===== src/rtl/ip_color_pkg.sv =====
// Shared colour-space constants, monitor state encoding and sync bundle.
package ip_color_pkg;

  // YCbCr -> RGB (BT.601 full range), Q2.10
  localparam int COEF_FRAC = 10;
  localparam int COEF_W    = 12;   // signed width holding the largest coefficient
  localparam int C_R_CR    = 1436;
  localparam int C_G_CB    = 352;
  localparam int C_G_CR    = 731;
  localparam int C_B_CB    = 1815;

  // RGB -> YCbCr companion coefficients (magnitudes; subtract terms noted)
  localparam int C_Y_R  = 306;
  localparam int C_Y_G  = 601;
  localparam int C_Y_B  = 117;
  localparam int C_CB_R = 173;   // subtracted
  localparam int C_CB_G = 339;   // subtracted
  localparam int C_CB_B = 512;
  localparam int C_CR_R = 512;
  localparam int C_CR_G = 429;   // subtracted
  localparam int C_CR_B = 83;    // subtracted

  // datapath latency, shared by the sync delay line
  localparam int SYNC_DLY = 3;

  // frame monitor: SKIP = inside a frame while dropping a line cut by a restart
  typedef enum logic [1:0] {
    ST_IDLE  = 2'd0,
    ST_FRAME = 2'd1,
    ST_SKIP  = 2'd2
  } mon_st_e;

  // control bits that travel alongside the pixel pipeline
  typedef struct packed {
    logic frm_err;
    logic vend;
    logic vstr;
    logic href;
  } sync_t;

endpackage


===== src/rtl/ip_sync_dly.sv =====
// Fixed-depth register delay line for sync/control bits.
module ip_sync_dly #(
  parameter int WIDTH = 1,
  parameter int DEPTH = 3
) (
  input  logic             clk,
  input  logic             rst_n,
  input  logic [WIDTH-1:0] din,
  output logic [WIDTH-1:0] dout
);

  logic [DEPTH-1:0][WIDTH-1:0] dly_pipe;

  // shift register; element 0 is the youngest
  always_ff @(posedge clk or negedge rst_n) begin
    if (!rst_n) begin
      dly_pipe <= '0;
    end else begin
      dly_pipe[0] <= din;
      for (int i = 1; i < DEPTH; i++) dly_pipe[i] <= dly_pipe[i-1];
    end
  end

  assign dout = dly_pipe[DEPTH-1];

endmodule


===== src/rtl/ip_yuv2rgb.sv =====
// YCbCr -> RGB converter, 3-stage pipeline, with line/frame geometry monitor.
module ip_yuv2rgb #(
  parameter int DAT_SZ    = 10,
  parameter int COEF_FRAC = ip_color_pkg::COEF_FRAC
) (
  input  logic              clk,
  input  logic              rst_n,
  input  logic              i_href,
  input  logic              i_vstr,
  input  logic              i_vend,
  input  logic [DAT_SZ-1:0] i_data_y,
  input  logic [DAT_SZ-1:0] i_data_cb,
  input  logic [DAT_SZ-1:0] i_data_cr,
  input  logic [15:0]       i_hwin_sz,
  input  logic [15:0]       i_vwin_sz,
  output logic              o_href,
  output logic              o_vstr,
  output logic              o_vend,
  output logic [DAT_SZ-1:0] o_data_r,
  output logic [DAT_SZ-1:0] o_data_g,
  output logic [DAT_SZ-1:0] o_data_b,
  output logic              o_line_err,
  output logic              o_frm_err
);

  import ip_color_pkg::*;

  localparam int DW = DAT_SZ + 1;     // signed component width
  localparam int PW = DW + COEF_W;    // full product width
  localparam int SW = PW + 3;         // stage-3 sum width, never overflows

  localparam logic signed [DW-1:0] HALF  = DW'(1 << (DAT_SZ - 1));
  localparam logic signed [SW-1:0] RND   = SW'(1 << (COEF_FRAC - 1));
  localparam logic signed [SW-1:0] MAXV  = SW'((1 << DAT_SZ) - 1);
  localparam logic signed [PW-1:0] K_RCR = PW'(C_R_CR);
  localparam logic signed [PW-1:0] K_GCB = PW'(C_G_CB);
  localparam logic signed [PW-1:0] K_GCR = PW'(C_G_CR);
  localparam logic signed [PW-1:0] K_BCB = PW'(C_B_CB);

  function automatic logic [DAT_SZ-1:0] clip(input logic signed [SW-1:0] v);
    if (v < 0)         clip = '0;
    else if (v > MAXV) clip = '1;
    else               clip = v[DAT_SZ-1:0];
  endfunction

  // ---------------- datapath ----------------
  logic signed [DW-1:0] y1, dcb1, dcr1, y2;
  logic signed [PW-1:0] p_rcr, p_gcb, p_gcr, p_bcb;
  logic signed [SW-1:0] r_sum, g_sum, b_sum;
  logic [DAT_SZ-1:0]    r3, g3, b3;

  // stage 1: recentre chroma around zero
  always_ff @(posedge clk or negedge rst_n) begin
    if (!rst_n) begin
      y1   <= '0;
      dcb1 <= '0;
      dcr1 <= '0;
    end else begin
      y1   <= {1'b0, i_data_y};
      dcb1 <= $signed({1'b0, i_data_cb}) - HALF;
      dcr1 <= $signed({1'b0, i_data_cr}) - HALF;
    end
  end

  // stage 2: full-precision coefficient products
  always_ff @(posedge clk or negedge rst_n) begin
    if (!rst_n) begin
      y2    <= '0;
      p_rcr <= '0;
      p_gcb <= '0;
      p_gcr <= '0;
      p_bcb <= '0;
    end else begin
      y2    <= y1;
      p_rcr <= PW'(dcr1) * K_RCR;
      p_gcb <= PW'(dcb1) * K_GCB;
      p_gcr <= PW'(dcr1) * K_GCR;
      p_bcb <= PW'(dcb1) * K_BCB;
    end
  end

  assign r_sum = SW'(y2) + ((SW'(p_rcr) + RND) >>> COEF_FRAC);
  assign g_sum = SW'(y2) - ((SW'(p_gcb) + SW'(p_gcr) + RND) >>> COEF_FRAC);
  assign b_sum = SW'(y2) + ((SW'(p_bcb) + RND) >>> COEF_FRAC);

  // stage 3: round, clip, register
  always_ff @(posedge clk or negedge rst_n) begin
    if (!rst_n) begin
      r3 <= '0;
      g3 <= '0;
      b3 <= '0;
    end else begin
      r3 <= clip(r_sum);
      g3 <= clip(g_sum);
      b3 <= clip(b_sum);
    end
  end

  // ---------------- geometry monitor ----------------
  mon_st_e     state, state_nx;
  logic        href_d, fall;
  logic [15:0] pix_cnt, line_cnt, line_cnt_nx;
  logic        line_chk, line_inc, line_bad, frm_err_p, line_err;

  assign fall        = href_d & ~i_href;
  // a restart in the same cycle discards whatever line just ended
  assign line_chk    = fall & ~i_vstr & (state != ST_SKIP);
  assign line_inc    = fall & ~i_vstr & (state == ST_FRAME);
  assign line_bad    = line_chk & (pix_cnt != i_hwin_sz);
  assign line_cnt_nx = line_cnt + 16'(line_inc);
  assign frm_err_p   = i_vend & ~i_vstr & (state != ST_IDLE) & (line_cnt_nx != i_vwin_sz);

  // monitor state register
  always_ff @(posedge clk or negedge rst_n) begin
    if (!rst_n) state <= ST_IDLE;
    else        state <= state_nx;
  end

  // next state: vstr restarts from any state, vend closes an open frame
  always_comb begin
    state_nx = state;
    case (state)
      ST_IDLE: begin
        if (i_vstr) state_nx = i_href ? ST_SKIP : ST_FRAME;
      end
      ST_FRAME: begin
        if (i_vstr)      state_nx = i_href ? ST_SKIP : ST_FRAME;
        else if (i_vend) state_nx = ST_IDLE;
      end
      ST_SKIP: begin
        if (i_vstr)      state_nx = i_href ? ST_SKIP : ST_FRAME;
        else if (i_vend) state_nx = ST_IDLE;
        else if (fall)   state_nx = ST_FRAME;
      end
      default: state_nx = ST_IDLE;
    endcase
  end

  // pixel/line counters and sticky line error
  always_ff @(posedge clk or negedge rst_n) begin
    if (!rst_n) begin
      href_d   <= 1'b0;
      pix_cnt  <= '0;
      line_cnt <= '0;
      line_err <= 1'b0;
    end else begin
      href_d <= i_href;
      if (i_vstr) begin
        pix_cnt  <= '0;
        line_cnt <= '0;
        line_err <= 1'b0;
      end else begin
        line_cnt <= line_cnt_nx;
        line_err <= line_err | line_bad;
        if (fall)                               pix_cnt <= '0;
        else if (i_href && pix_cnt != 16'hFFFF) pix_cnt <= pix_cnt + 16'd1;
      end
    end
  end

  // ---------------- sync alignment ----------------
  sync_t sync_in, sync_out;

  assign sync_in.frm_err = frm_err_p;
  assign sync_in.vend    = i_vend;
  assign sync_in.vstr    = i_vstr;
  assign sync_in.href    = i_href;

  ip_sync_dly #(
    .WIDTH ($bits(sync_t)),
    .DEPTH (SYNC_DLY)
  ) u_sync_dly (
    .clk   (clk),
    .rst_n (rst_n),
    .din   (sync_in),
    .dout  (sync_out)
  );

  assign o_href     = sync_out.href;
  assign o_vstr     = sync_out.vstr;
  assign o_vend     = sync_out.vend;
  assign o_frm_err  = sync_out.frm_err;
  assign o_line_err = line_err;
  assign o_data_r   = o_href ? r3 : '0;
  assign o_data_g   = o_href ? g3 : '0;
  assign o_data_b   = o_href ? b3 : '0;

endmodule


===== config.mk =====
export PLATFORM = sky130hd
export DESIGN_NAME = ip_yuv2rgb
export DESIGN_NICKNAME = d
export VERILOG_FILES = /design/src/rtl/ip_color_pkg.sv /design/src/rtl/ip_sync_dly.sv /design/src/rtl/ip_yuv2rgb.sv
export SDC_FILE = /design/constraint.sdc
export NUM_CORES = 1
export LEC_CHECK = 0
export CAP_MARGIN = 15
export CORE_MARGIN = 4
export CORE_UTILIZATION = 50
export DETAILED_ROUTE_END_ITERATION = 16
export PLACE_DENSITY = 0.75
export RECOVER_POWER = 25
export SETUP_SLACK_MARGIN = 0.2
export SLEW_MARGIN = 25
export SYNTH_ARGS = -nofsm -noshare
export SYNTH_HDL_FRONTEND = slang
export SYNTH_SLANG_ARGS = --single-unit

===== constraint.sdc =====
create_clock -name clk -period 5.7 [get_ports clk]
set_input_delay 1.14 -clock clk [delete_from_list [all_inputs] [get_ports clk]]
set_output_delay 1.14 -clock clk [all_outputs]
set_load 0.01 [all_outputs]

# After elaboration in Yosys (flattened, before gate mapping)
# Cells that the tools add are included.
# word_totals
reg_bits,202
input_bits,67
out_inout_bits,35
elab_cells,87
# classes
n_addsub,11
n_mul,4
n_lt_le_gt_ge,6
n_eq_ne,9
muxes,22
n_bitwise,11
reduce_logical,5
# op_table
cell,n
10-bit 2-to-1 mux,9
23-bit by 11-bit adder with 24-bit output (second input constant),3
16-bit 2-to-1 mux,4
15-bit by 11-bit greater-than comparator with 1-bit output (second input constant),3
15-bit by 1-bit less-than comparator with 1-bit output (second input constant),3
16-bit != test,2
11-bit by 14-bit adder with 15-bit output,2
21-bit by 22-bit adder with 23-bit output,1
11-bit by 12-bit multiplier with 23-bit output (second input constant),1
11-bit by 11-bit multiplier with 22-bit output (second input constant),1
10-bit by 10-bit subtractor with 11-bit output (second input constant),2
11-bit by 10-bit multiplier with 21-bit output (second input constant),1
16-bit by 1-bit adder with 16-bit output,1
16-bit by 1-bit adder with 16-bit output (second input constant),1
11-bit by 5-bit multiplier with 16-bit output (second input constant),1
16-bit != test (second input constant),1
11-bit by 14-bit subtractor with 15-bit output,1
2-bit 2-to-1 mux,7
1-bit AND,8
2-bit case mux with 3 select lines,1
2-bit != test (second input constant),2
4-bit != test (second input constant),1
3-bit != test (second input constant),1
3-bit AND reduction,1
other kinds (9),10

# Logic depth before layout (Yosys ltp)
# Gate-level depths: netlist of run 1.
# logic_depth
depth_word,7
depth_mapped,22
depth_no_buf,22

# Modules after synthesis
# Synthesis of run 1 repeated with hierarchy kept, for this count alone.
# hier_totals
cells_unflattened,1526
area_unflattened_um2,15523.6
# by_module_without_submodules
mod,instances,cells_per_inst,area_per_inst_um2,seq_area_each_um2
ip_yuv2rgb,1,1510,15193.3,4179.0
ip_sync_dly,1,16,330.3,300.3

# Least setup slack after synthesis of run 1
# No wires, ideal clock.
# synth_path
path_type,register to register
from,register dcr1[9]
to,register p_rcr[21]
setup_ps,142
arrival_ps,5137
required_time_ps,5558
setup_slack_ps,421
stages_incl_launch_ff,14
n_path_buf,0
synth_period_minus_slack_ps,5279
path_cell_list,dfrtp_1 ha_1 inv_1 fa_1 fa_1 fa_1 fa_1 ha_1 o41ai_1 o21ai_0 o211a_1 o21a_1 o21ai_0 xnor2_1
# synth_via
elab_chain_len,1
# synth_lines
item,line,rtl
start: declaration,ip_yuv2rgb.sv:47,"logic signed [DW-1:0] y1, dcb1, dcr1, y2;"
start signal: assignment,ip_yuv2rgb.sv:61,"dcr1 <= $signed({1'b0, i_data_cr}) - HALF;"
11-bit by 10-bit multiplier with 21-bit output,ip_yuv2rgb.sv:75,p_rcr <= PW'(dcr1) * K_RCR;
end signal: assignment,ip_yuv2rgb.sv:75,
end: declaration,ip_yuv2rgb.sv:48,"logic signed [PW-1:0] p_rcr, p_gcb, p_gcr, p_bcb;"
# Every way passes these cells.
# A chain may end at the register's enable or synchronous reset.

# Final worst setup path of run 1
# layout_path
from,register dcb1[8]
to,register p_bcb[22]
# layout_via
elab_chain_len,1
# layout_lines
item,line,rtl
start: declaration,ip_yuv2rgb.sv:47,
start signal: assignment,ip_yuv2rgb.sv:60,"dcb1 <= $signed({1'b0, i_data_cb}) - HALF;"
11-bit by 12-bit multiplier with 23-bit output,ip_yuv2rgb.sv:78,p_bcb <= PW'(dcb1) * K_BCB;
end signal: assignment,ip_yuv2rgb.sv:78,
end: declaration,ip_yuv2rgb.sv:48,
# Every way passes these cells.

==> results of run 1 <==
-- per-stage QoR --
| stage | hold WS [ns] | cells |
|---|---|---|
| after floorplan | 0.331 | 1540 |
| after global placement | 0.332 | 2030 |
| after detailed placement | 0.335 | 2030 |
| after CTS | 0.352 | 2062 |
| after global routing | 0.353 | 2062 |
| final | 0.352 | 2062 |
-- layout make-up --
class,instances,area [sq um]
repair buffers,108,1060
inverters,232,871
flip-flops and latches,178,4460
multi-input cells,1116,10300
clock inverters,15,193
fillers,2607,13000
well taps,396,495
clock buffers,17,425
-- cell families after synthesis --
kind of cell	synth area share, %
muxes	0.264
AOI/OAI and AO/OA	10.4
buffers and inverters	5.94
adders and majority gates	34.2
xor gates and xnor gates	9.56
DFF	28.4
and+or+nand+nor	11.3
-- placed cells by master (no fill, tap or decap), types with 11 or more instances in the layout --
master	count
o21a_1	23
dlygate4sd3_1	31
o21bai_1	13
o21ai_0	35
ha_1	254
nor3_1	25
nand3_1	35
fa_1	108
a21oi_1	66
dfrtp_1	177
clkdlybuf4s50_1	69
clkbuf_16	17
xor2_1	78
nand4_1	12
and3_1	24
and2_1	39
or2_2	11
inv_1	232
a21oi_2	11
nor2_1	87
nor2b_1	22
a21o_1	27
nand2_1	49
xnor2_1	93
-- per-layer routing --
layer / track usage, % / vias up
met4: 6.14 / 0
li1: - / 5368
met5: 0 / -
met1: 26.6 / 5295
met3: 3.06 / 48
met2: 32.8 / 215
-- sequential cells by signal (all words and copies together) (netlist names), 14 cells and up --
register,cells
pix_cnt,16
p_bcb,16
line_cnt,16
p_rcr,14
p_gcr,17
p_gcb,14
-- worst max path at each step --
stage	startpoint	to	slack (ns)	cells after the start
finish	dcb1[8]$_DFF_PN0_	p_bcb[22]$_DFF_PN0_	0.54	17
floorplan	dcr1[9]$_DFF_PN0_	p_rcr[21]$_DFF_PN0_	0.42	13
global placement	dcr1[6]$_DFF_PN0_	p_rcr[22]$_DFF_PN0_	0.39	19
detailed placement	dcr1[5]$_DFF_PN0_	p_rcr[21]$_DFF_PN0_	0.31	19
global route	dcr1[5]$_DFF_PN0_	p_rcr[21]$_DFF_PN0_	0.22	19
CTS	dcr1[5]$_DFF_PN0_	p_rcr[21]$_DFF_PN0_	0.22	19
-- worst reg2reg max path, cell delays in order, from the launching register on --
cell	delay [ns]
dfrtp_1	0.53
inv_1	0.18
ha_1	0.39
ha_1	0.31
inv_1	0.08
fa_1	0.44
fa_1	0.55
inv_1	0.05
fa_1	0.48
ha_1	0.37
nand3_1	0.10
a21oi_1	0.05
a2111oi_1	0.43
o21ai_0	0.26
a311oi_2	0.36
o21ai_0	0.17
a21oi_1	0.21
xnor2_1	0.13
-- repair_timing --
item / in CTS / in global routing
resized for setup: 0 / 4
buffers inserted: 0 / 0
hold buffers: 0 / 0
setup endpoints to repair: 0 / 8
-- power by group through the flow --
| stage | clock [uW] | sequential (uW) | combinational (uW) |
|---|---|---|---|
| final | 1220 | 1830 | 6730 |
| after global routing | 1300 | 1870 | 7610 |
| after detailed placement | 0 | 1860 | 6670 |
| after global placement | 0 | 1850 | 6430 |
| after floorplan | 0 | 1800 | 5250 |
| after CTS | 1250 | 1830 | 6750 |
==> implementation parameters, run 1 <==
Parameter                              Value

Synth
  Cells taking the most area after synthesis ... dfrtp_1, ha_1, fa_1
  Synth async-reset ratio ... 100%
  Count of state elements after synthesis ... 178
  Syn Area/Cell ... 10.2 sq um
  Gate count of the mapped netlist ... 1540
  Fraction of synthesized cell area taken by the top area cell type ... 28.4%
  Sequential element share of the synthesized area ... 28.4%
  Number of enable-type register cells in the synthesized netlist ... 0
  Post-synth top cells ... ha_1, inv_1, dfrtp_1
  Area of the mapped netlist ... 15700 sq um
  Cell with the most instances after synthesis ... ha_1
  Nets in the synthesized netlist ... 1969
  Cell type with the highest aggregate area in the netlist ... dfrtp_1
  Synth Flop Type ... dfrtp_1
  Number of warning messages in the yosys log ... 0
  Number of distinct library cells after synthesis ... 64

Clocking
  Clock latency reported for the late side of the worst-skew pair ... 0.44 ns
  Root buffer cell ... clkbuf_16
  Number of buffers added by the clock tree synthesis step ... 17
  Number of clock sinks ... 178
  Deepest level of the CTS H-tree ... 4
  Clock-pin transition on the worst setup and hold timing paths ... 0.08 ns
  Buffer levels on the longest clock path ... 2
  Clock tree from TritonCTS ... yes

Layout
  Antenna diode instance count ... 0
  Util after Layout ... 57.9%
  Final design instance area without fill ... 17800 sq um
  Area added between synthesis and finish ... 13.6%
  Ratio of cells with drive above 1 in the final layout ... 4.50%
  NumNets Final ... 2082

Place
  Area post-placement ... 17200 sq um
  HPWL after detailed placement ... 26.5 mm
  Global placer's final weighted congestion ... 0.899
  Placement Setup Slack ... 0.314 ns
  Port-buffer cells ... 101

Timing
  Hold Vio Cnt, Final ... 0
  Max Slew Vio Count ... 0
  Clock skew after layout ... 0.0130 ns
  Fmax ... 194 MHz
  Transition time of the tightest slew-check pin ... 0.843 ns
  Number of failing setup endpoints in the final timing report ... 0
  Final setup margin ... 0.539 ns
  Setup TNS after final layout ... 0 ns
  Relative max-transition margin ... 43.8%
  Final worst path period need ... 5.16 ns
  Setup repair after global routing missed its margin ... no
  Share of the cycle needed by the critical path after routing ... 90.6%

Global routing
  Largest net degree at the start of global routing ... 85
  Total Routing Usage GR ... 19.7%
  Grt total ovfl ... 0
  Initial antenna violation count ... 1
  Wire length of the first global-routing pass ... 54.7 mm
  Vias in the first global route ... 11.4k

Power and ir drop
  Switching power summed over all nets ... 4510 uW
  Proportion of power drawn by the clock network ... 12.5%
  Internal cell power ... 5270 uW
  Part of the power in combinational logic ... 68.8%
  Proportion of power drawn by flip-flops and latches ... 18.7%
  Peak supply drop ... 0.000432 V
  P_leak ... 0.00875 uW
  Total chip power ... 9780 uW
  Cell area power density ... 550 nW/um^2
  Fraction of power spent switching nets ... 46.1%

Setup path
  Number of buffer and inverter stages on the critical path ... 3
  Reg2Reg Setup Slack ... 0.54 ns
  Type of origin of the critical path ... register
  Setup crit end kind ... register
  Reg2Reg Capture Point ... p_bcb[22]$_DFF_PN0_
  Peak per-stage delay on the critical path ... 0.55 ns
  Number of cell instances on the worst register-to-register path ... 17
  Critical path class ... register to register
  Worst flop-to-flop path startpoint ... dcb1[8]$_DFF_PN0_
  Dominant delay contributor by cell family on the critical path ... adder cells
  Data required time of the worst path ... 6.06 ns
  Crit-path max FO ... 8
  Worst-path cell chain ... inv_1 > ha_1 > ha_1 > inv_1 > fa_1 > fa_1 > inv_1 > fa_1 > ha_1 > nand3_1 > a21oi_1 > a2111oi_1 > o21ai_0 > a311oi_2 > o21ai_0 > a21oi_1 > xnor2_1
  Signal arrival time at the worst endpoint ... 5.52 ns
  Critical path's slowest cell ... fa_1

Route
  Highest metal layer with signal wires ... met4
  Detailed-route via count ... 10.9k
  Met2 WL ... 15.2 mm
  Antenna Violating Nets Remaining ... 0
  Post-detailed-routing wire length ... 32.4 mm
  Routed via count divided by cell count ... 5.30
  First DRT Iteration DRCs ... 544
  Routed WL per cell ... 15.7 um
  Pre-antenna DRT Iters ... 5
  # DRC ... 0
  Routed met1 length ... 15.1 mm
  WL met3 ... 1.26 mm

Worst hold path
  Worst Hold End ... u_sync_dly.dout[0]$_DFF_PN0_
  Class of the most critical hold timing path ... register to register
  Launch point of the worst hold path ... u_sync_dly.dly_pipe[4]$_DFF_PN0_
  Instance count along the most critical hold path ... 0

Floorplan
  Height of the die ... 185 um
  CORE AREA ... 30700 sq um
  I/O pin cnt ... 102
  Initial cell density of the core ... 50.9%
  DIE AREA ... 34200 sq um
  Die extent in x ... 185 um
  Placement Rows ... 64

Job
  Number of violations of the max-capacitance limit ... 0

Run status
  Result of the run ... completed
Power figures use the tool's default switching activity.
==> inputs of run 2 (changes only) <==
--- a/config.mk
+++ b/config.mk
@@ -8,6 +8,7 @@
 export CAP_MARGIN = 15
 export CORE_MARGIN = 4
 export CORE_UTILIZATION = 50
+export CTS_BUF_LIST = sky130_fd_sc_hd__clkbuf_4 sky130_fd_sc_hd__clkbuf_8
 export DETAILED_ROUTE_END_ITERATION = 16
 export PLACE_DENSITY = 0.75
 export RECOVER_POWER = 25
==> run 2 against run 1 <==
  * Maximum frequency about the same
  * Core utilization decreased by 0.62 points
  * Cell count unchanged
  * Non-clock buffer count unchanged
  * Final area decreased by 1.1%
  * Clock power decreased by 24%
  * Global-route usage decreased by 0.14 points
  * Die area unchanged
  * Critical path type unchanged
  * Critical endpoint unchanged
  * Largest cell class unchanged
  * Highest routed layer unchanged
==> implementation parameters, run 2 (synthesized netlist as in run 1, its figures left out) <==
Parameter                              Value

Route
  Antenna Violating Nets Remaining ... 0 (unchanged)
  Routed WL per cell ... 15.6 um (-0.82%)
  First DRT Iteration DRCs ... 562 (+3.3%)
  Post-detailed-routing wire length ... 32.1 mm (-0.82%)
  Pre-antenna DRT Iters ... 5 (unchanged)
  Routed via count divided by cell count ... 5.31 (+0.19%)
  # DRC ... 0 (unchanged)
  Detailed-route via count ... 10.9k (+0.19%)

Timing
  Clock skew after layout ... 0.0244 ns (+0.0114 ns)
  Final worst path period need ... 5.16 ns (+0.00283 ns)
  Relative max-transition margin ... 44.2% (+0.40 points)
  Setup TNS after final layout ... 0 ns (unchanged)
  Fmax ... 194 MHz (about the same)
  Max Slew Vio Count ... 0 (unchanged)
  Setup repair after global routing missed its margin ... no
  Hold Vio Cnt, Final ... 0 (unchanged)
  Transition time of the tightest slew-check pin ... 0.837 ns (-0.00599 ns)
  Number of failing setup endpoints in the final timing report ... 0 (unchanged)
  Share of the cycle needed by the critical path after routing ... 90.6% (about the same)

Layout
  Leading cell type in the layout, fill and taps excluded ... ha_1
  NumNets Final ... 2082 (unchanged)
  Leading cell types in the layout, fill and taps excluded ... ha_1, inv_1, dfrtp_1, fa_1, xnor2_1
  Area added between synthesis and finish ... 12.4%
  Antenna diode instance count ... 0 (unchanged)
  Flip-flop count of the largest register, all copies and words added ... 17 (unchanged)
  Ratio of cells with drive above 1 in the final layout ... 4.50% (unchanged)
  Register containing the most flip-flops in the final layout ... p_gcr
  Layout filler cell count ... 2636 (+1.1%)

Worst hold path
  Class of the most critical hold timing path ... register to register
  Launch point of the worst hold path ... y1[5]$_DFF_PN0_

Setup path
  Crit path to ... p_bcb[22]$_DFF_PN0_
  Data required time of the worst path ... 6.10 ns (+0.04 ns)
  Critical path depth ... 17 (unchanged)
  Setup crit end kind ... register
  Peak per-stage delay on the critical path ... 0.55 ns (about the same)
  Reg2Reg Capture Point ... p_bcb[22]$_DFF_PN0_
  Worst-path cell chain ... inv_1 > ha_1 > ha_1 > inv_1 > fa_1 > fa_1 > inv_1 > fa_1 > ha_1 > nand3_1 > a21oi_1 > a2111oi_1 > o21ai_0 > a311oi_2 > o21ai_0 > a21oi_1 > xnor2_1
  First element of the critical path ... dcb1[8]$_DFF_PN0_
  Number of buffer and inverter stages on the critical path ... 3 (unchanged)
  Dominant delay contributor by cell family on the critical path ... adder cells
  Worst flop-to-flop path startpoint ... dcb1[8]$_DFF_PN0_
  Critical path's slowest cell ... fa_1
  Crit-path max FO ... 8 (unchanged)
  Signal arrival time at the worst endpoint ... 5.56 ns (+0.04 ns)
  Critical path class ... register to register
  Reg2Reg Setup Slack ... 0.54 ns (about the same)
  Number of cell instances on the worst register-to-register path ... 17 (unchanged)
  Type of origin of the critical path ... register

Place
  HPWL after detailed placement ... 26.5 mm (unchanged)
  Port-buffer cells ... 101 (unchanged)
  Global placer's final weighted congestion ... 0.899 (unchanged)

Job
  Number of violations of the max-capacitance limit ... 0 (unchanged)

Power and ir drop
  Cell area power density ... 538 nW/um^2 (-2.1%)
  Peak supply drop ... 0.000401 V (-7.0%)
  P_leak ... 0.00866 uW (-1.0%)
  Total chip power ... 9470 uW (-3.2%)

Global routing
  Initial antenna violation count ... 0 (-1)
  Total Routing Usage GR ... 19.5% (-0.14 points)
  Largest net degree at the start of global routing ... 85 (unchanged)
  Wire length of the first global-routing pass ... 54.4 mm (-0.43%)
  Vias in the first global route ... 11.3k (-0.46%)
  Grt total ovfl ... 0 (unchanged)

Floorplan
  I/O pin cnt ... 102 (unchanged)
  CORE AREA ... 30700 sq um (unchanged)
  Initial cell density of the core ... 50.9% (unchanged)
  Die extent in x ... 185 um (unchanged)
  Placement Rows ... 64 (unchanged)
  DIE AREA ... 34200 sq um (unchanged)
  Height of the die ... 185 um (unchanged)

Clocking
  Deepest level of the CTS H-tree ... 4 (unchanged)
  Clock-pin transition on the worst setup and hold timing paths ... 0.13 ns (+0.05 ns)
  Number of buffers added by the clock tree synthesis step ... 17 (unchanged)
  Root buffer cell ... clkbuf_8
  Clock tree from TritonCTS ... yes
  Post-CTS Setup Repair Bufs ... 0 (unchanged)
  Post-CTS sizing ... 0 (unchanged)
  Buffer levels on the longest clock path ... 2 (unchanged)
  Clock latency reported for the late side of the worst-skew pair ... 0.49 ns (+0.05 ns)
  Number of clock sinks ... 178 (unchanged)
  CTS Hold Bufs ... 0 (unchanged)

Run status
  Result of the run ... completed
run 2: worst reg2reg max path, stage by stage, from the launching register on:
cell	delay, ns
dfrtp_1	0.53
inv_1	0.18
ha_1	0.39
ha_1	0.31
inv_1	0.08
fa_1	0.44
fa_1	0.55
inv_1	0.05
fa_1	0.48
ha_1	0.37
nand3_1	0.10
a21oi_1	0.05
a2111oi_1	0.43
o21ai_0	0.26
a311oi_2	0.36
o21ai_0	0.18
a21oi_1	0.21
xnor2_1	0.13
run 2: layout make-up:
cell class / instances / area (sq um) / share of cell area [%]
Clock inverter: 15 / 193 / 1.09
Tap cell: 396 / 495 / 2.81
Multi-Input combinational cell: 1116 / 10300 / 58.5
Clock buffer: 17 / 234 / 1.33
Sequential cell: 178 / 4460 / 25.3
Timing Repair Buffer: 108 / 1060 / 6.05
Inverter: 232 / 871 / 4.95
run 2: worst min-delay path by stage:
stage                                  endpoint  cells after the start  slack, ns
2_1_floorplan  u_sync_dly.dly_pipe[5]$_DFF_PN0_                      0       0.33
3_3_place_gp                    y2[0]$_DFF_PN0_                      0       0.33
3_5_place_dp       u_sync_dly.dout[0]$_DFF_PN0_                      0       0.33
4_1_cts            u_sync_dly.dout[0]$_DFF_PN0_                      0       0.36
5_1_grt                         y2[1]$_DFF_PN0_                      0       0.36
6_report                        y2[5]$_DFF_PN0_                      0       0.35
run 2: routing by layer:
metal / up-vias / track usage (%) / share of wire [%]
met4: 0 / 5.37 / 2.2
met5: - / 0 / 0
met3: 44 / 2.83 / 4.3
met1: 5284 / 26.7 / 46
met2: 244 / 32.8 / 47
li1: 5375 / - / -
run 2: stage by stage:
step | cell area, sq um | setup slack (ns) | cells | hold slack [ns] | utilization [%]
after floorplan | 15700 | 0.421 | 1540 | 0.331 | -
after detailed placement | 17200 | 0.314 | 2030 | 0.335 | 55.8
after global routing | 17600 | 0.242 | 2062 | 0.362 | 57.2
after global placement | 17200 | 0.390 | 2030 | 0.332 | 55.8
after CTS | 17600 | 0.256 | 2062 | 0.360 | 57.2
final | 17600 | 0.536 | 2062 | 0.355 | 57.2
run 2: report_power, final:
part           leakage [uW]  total, uW  switching, uW  internal (uW)
clock network      0.000209        928            580            348
logic               0.00630       6710           3690           3020
registers           0.00215       1830            191           1640
==> inputs of run 3 (changes only) <==
--- a/config.mk
+++ b/config.mk
@@ -6,12 +6,11 @@
 export NUM_CORES = 1
 export LEC_CHECK = 0
 export CAP_MARGIN = 15
-export CORE_MARGIN = 4
+export CORE_MARGIN = 1.5
 export CORE_UTILIZATION = 50
 export CTS_BUF_LIST = sky130_fd_sc_hd__clkbuf_4 sky130_fd_sc_hd__clkbuf_8
 export DETAILED_ROUTE_END_ITERATION = 16
 export PLACE_DENSITY = 0.75
-export RECOVER_POWER = 25
 export SETUP_SLACK_MARGIN = 0.2
 export SLEW_MARGIN = 25
 export SYNTH_ARGS = -nofsm -noshare
==> run 3 against run 2 <==
  * Wire length decreased by 2.6%
  * Cell count unchanged
  * Hold slack got worse by 0.0082 ns
  * Sequential power about the same
  * Critical path depth decreased by 1
  * Worst setup slack got worse by 0.053 ns
  * Maximum frequency decreased by 1.0%
  * Final area decreased by 0.26%
  * Critical path type unchanged
  * Critical endpoint unchanged
  * Largest power group unchanged
==> implementation parameters, run 3 (synthesized netlist as in run 1, its figures left out) <==
Parameter                              Value

Power and ir drop
  Cell area power density ... 533 nW/um^2 (-0.96%)
  Peak supply drop ... 0.000330 V (-18%)
  P_leak ... 0.00863 uW (-0.40%)
  Fraction of power spent switching nets ... 46.8% (-0.30 points)
  Internal cell power ... 4980 uW (-0.67%)
  Part of the power in combinational logic ... 71.4% (+0.5 points)
  Proportion of power drawn by flip-flops and latches ... 19.5% (+0.2 points)
  Proportion of power drawn by the clock network ... 9.1% (-0.7 points)
  Switching power summed over all nets ... 4380 uW (-1.8%)

Clocking
  Buffer levels on the longest clock path ... 2 (unchanged)
  Deepest level of the CTS H-tree ... 4 (unchanged)
  Number of clock sinks ... 178 (unchanged)
  Clock-pin transition on the worst setup and hold timing paths ... 0.10 ns (-0.03 ns)
  Clock tree from TritonCTS ... yes
  Root buffer cell ... clkbuf_8
  Clock latency reported for the late side of the worst-skew pair ... 0.49 ns (about the same)
  Number of buffers added by the clock tree synthesis step ... 17 (unchanged)

Global routing
  Initial antenna violation count ... 0 (unchanged)
  Total Routing Usage GR ... 20.1% (+0.56 points)
  Grt total ovfl ... 0 (unchanged)
  Wire length of the first global-routing pass ... 53.1 mm (-2.4%)
  Vias in the first global route ... 11.2k (-1.3%)
  Largest net degree at the start of global routing ... 89 (+4.7%)

Route
  Pre-antenna DRT Iters ... 5 (unchanged)
  Routed WL per cell ... 15.2 um (-2.6%)
  First DRT Iteration DRCs ... 445 (-21%)
  Routed via count divided by cell count ... 5.25 (-1.1%)
  # DRC ... 0 (unchanged)
  Detailed-route via count ... 10.8k (-1.1%)
  Antenna Violating Nets Remaining ... 0 (unchanged)
  Post-detailed-routing wire length ... 31.3 mm (-2.6%)

Timing
  Transition time of the tightest slew-check pin ... 0.882 ns (+0.0453 ns)
  Relative max-transition margin ... 40.9% (-3.3 points)
  Setup repair after global routing missed its margin ... yes
  Setup TNS after final layout ... 0 ns (unchanged)
  Number of failing setup endpoints in the final timing report ... 0 (unchanged)
  Share of the cycle needed by the critical path after routing ... 91.5% (+0.93 points)
  Max Slew Vio Count ... 0 (unchanged)
  Final worst path period need ... 5.22 ns (+0.0533 ns)
  Final hold slack ... 0.347 ns (-0.00821 ns)
  Fmax ... 192 MHz (-1.0%)
  Hold Vio Cnt, Final ... 0 (unchanged)
  Clock skew after layout ... 0.0236 ns (-0.000820 ns)

Floorplan
  CORE AREA ... 30700 sq um (-0.26%)
  Placement Rows ... 64 (unchanged)
  Initial cell density of the core ... 51.1% (+0.13 points)
  Height of the die ... 180 um (-2.7%)
  Die extent in x ... 180 um (-2.7%)
  I/O pin cnt ... 102 (unchanged)
  DIE AREA ... 32400 sq um (-5.3%)

Place
  Number of cells in the design after placement ... 2030 (unchanged)
  Port-buffer cells ... 101 (unchanged)
  Area post-placement ... 17200 sq um (unchanged)
  Global placer's final weighted congestion ... 0.905 (+0.64%)
  HPWL after detailed placement ... 25.9 mm (-1.9%)

Layout
  Leading cell type in the layout, fill and taps excluded ... ha_1
  Final design instance area without fill ... 17600 sq um (-0.26%)
  Leading cell types in the layout, fill and taps excluded ... ha_1, inv_1, dfrtp_1, fa_1, clkdlybuf4s50_1
  Post-layout instance count excluding filler cells ... 2062 (unchanged)
  Flip-flop count of the largest register, all copies and words added ... 17 (unchanged)
  NumNets Final ... 2082 (unchanged)
  Antenna diode instance count ... 0 (unchanged)
  Register containing the most flip-flops in the final layout ... p_gcr
  Layout filler cell count ... 2666 (+1.1%)
  Area added between synthesis and finish ... 12.1%
  Ratio of cells with drive above 1 in the final layout ... 4.50% (unchanged)

Setup path
  Critical path class ... register to register
  Data required time of the worst path ... 6.11 ns (about the same)
  Type of origin of the critical path ... register
  Number of buffer and inverter stages on the critical path ... 3 (unchanged)
  Critical path's slowest cell ... dfrtp_1
  Signal arrival time at the worst endpoint ... 5.63 ns (+0.07 ns)
  Peak per-stage delay on the critical path ... 0.54 ns (about the same)
  Crit-path max FO ... 8 (unchanged)
  Setup crit end kind ... register
  Worst-path cell chain ... inv_1 > ha_1 > ha_1 > inv_1 > fa_1 > fa_1 > inv_1 > fa_1 > ha_1 > or3_1 > a2111oi_0 > o21ai_0 > a311oi_2 > o21ai_0 > a21oi_1 > xnor2_1
  Dominant delay contributor by cell family on the critical path ... adder cells

Worst hold path
  Class of the most critical hold timing path ... register to register

Job
  Number of violations of the max-capacitance limit ... 0 (unchanged)

Run status
  Result of the run ... completed
## run 3: cell types whose count changed in the layout (fill, tap and decap cells not counted)
cell	change
a2111oi_0	+1
a2111oi_1	-1
clkdlybuf4s50_1	+31
clkinv_2	+1
clkinv_8	-2
clkinvlp_4	+3
dlygate4sd3_1	-31
inv_12	-3
inv_6	+1
## run 3: power by group through the flow
stage	Sequential [uW]	Clock, uW	Combinational, uW
floorplan	1800	0	5250
global placement	1850	0	6460
detailed placement	1860	0	6640
CTS	1830	875	6720
global route	1870	926	7540
finish	1830	850	6680
## run 3: repair_timing
item	CTS	global route
gates resized for setup	1	2
setup buffers	0	0
endpoints found under the setup margin	1	6
hold buffers	0	0
## run 3: final cells by class
| class | instances | area (sq um) | share of cell area [%] |
|---|---|---|---|
| Timing Repair Buffer | 108 | 1060 | 6.06 |
| Clock inverter | 15 | 148 | 0.841 |
| Inverter | 232 | 871 | 4.96 |
| Multi-Input combinational cell | 1116 | 10300 | 58.6 |
| Tap cell | 396 | 495 | 2.82 |
| Sequential cell | 178 | 4460 | 25.4 |
| Clock buffer | 17 | 234 | 1.33 |
## run 3: per-layer routing
metal  vias to the layer above  track usage [%]  share of wire, %
li1                       5351                -                 -
met1                      5252             26.9                47
met2                       200             33.7                48
met3                        26             3.77               4.1
met4                         0             4.83               1.4
met5                         -                0                 0
## run 3: final timing paths
kind                              startpoint                     end  cells past startpoint  slack, ns
setup / recovery           dcb1[8]$_DFF_PN0_     p_bcb[22]$_DFF_PN0_                     16       0.48
hold / removal               y1[9]$_DFF_PN0_         y2[9]$_DFF_PN0_                      0       0.35
setup reg to reg           dcb1[8]$_DFF_PN0_     p_bcb[22]$_DFF_PN0_                     16       0.48
hold reg to reg              y1[9]$_DFF_PN0_         y2[9]$_DFF_PN0_                      0       0.35
max in group asynchronous              rst_n  pix_cnt[6]$_DFFE_PN0P_                      2       3.80
min in group asynchronous              rst_n   line_cnt[9]$_DFF_PN0_                      1       0.65
## run 3: metrics by stage
step / setup slack (ns) / util (%) / total power [uW]
6_report: 0.482 / 57.2 / 9360
5_1_grt: 0.150 / 57.2 / 10300
4_1_cts: 0.353 / 57.2 / 9420
3_5_place_dp: 0.220 / 56.0 / 8500
3_3_place_gp: 0.415 / 56.0 / 8310
2_1_floorplan: 0.421 / - / 7050
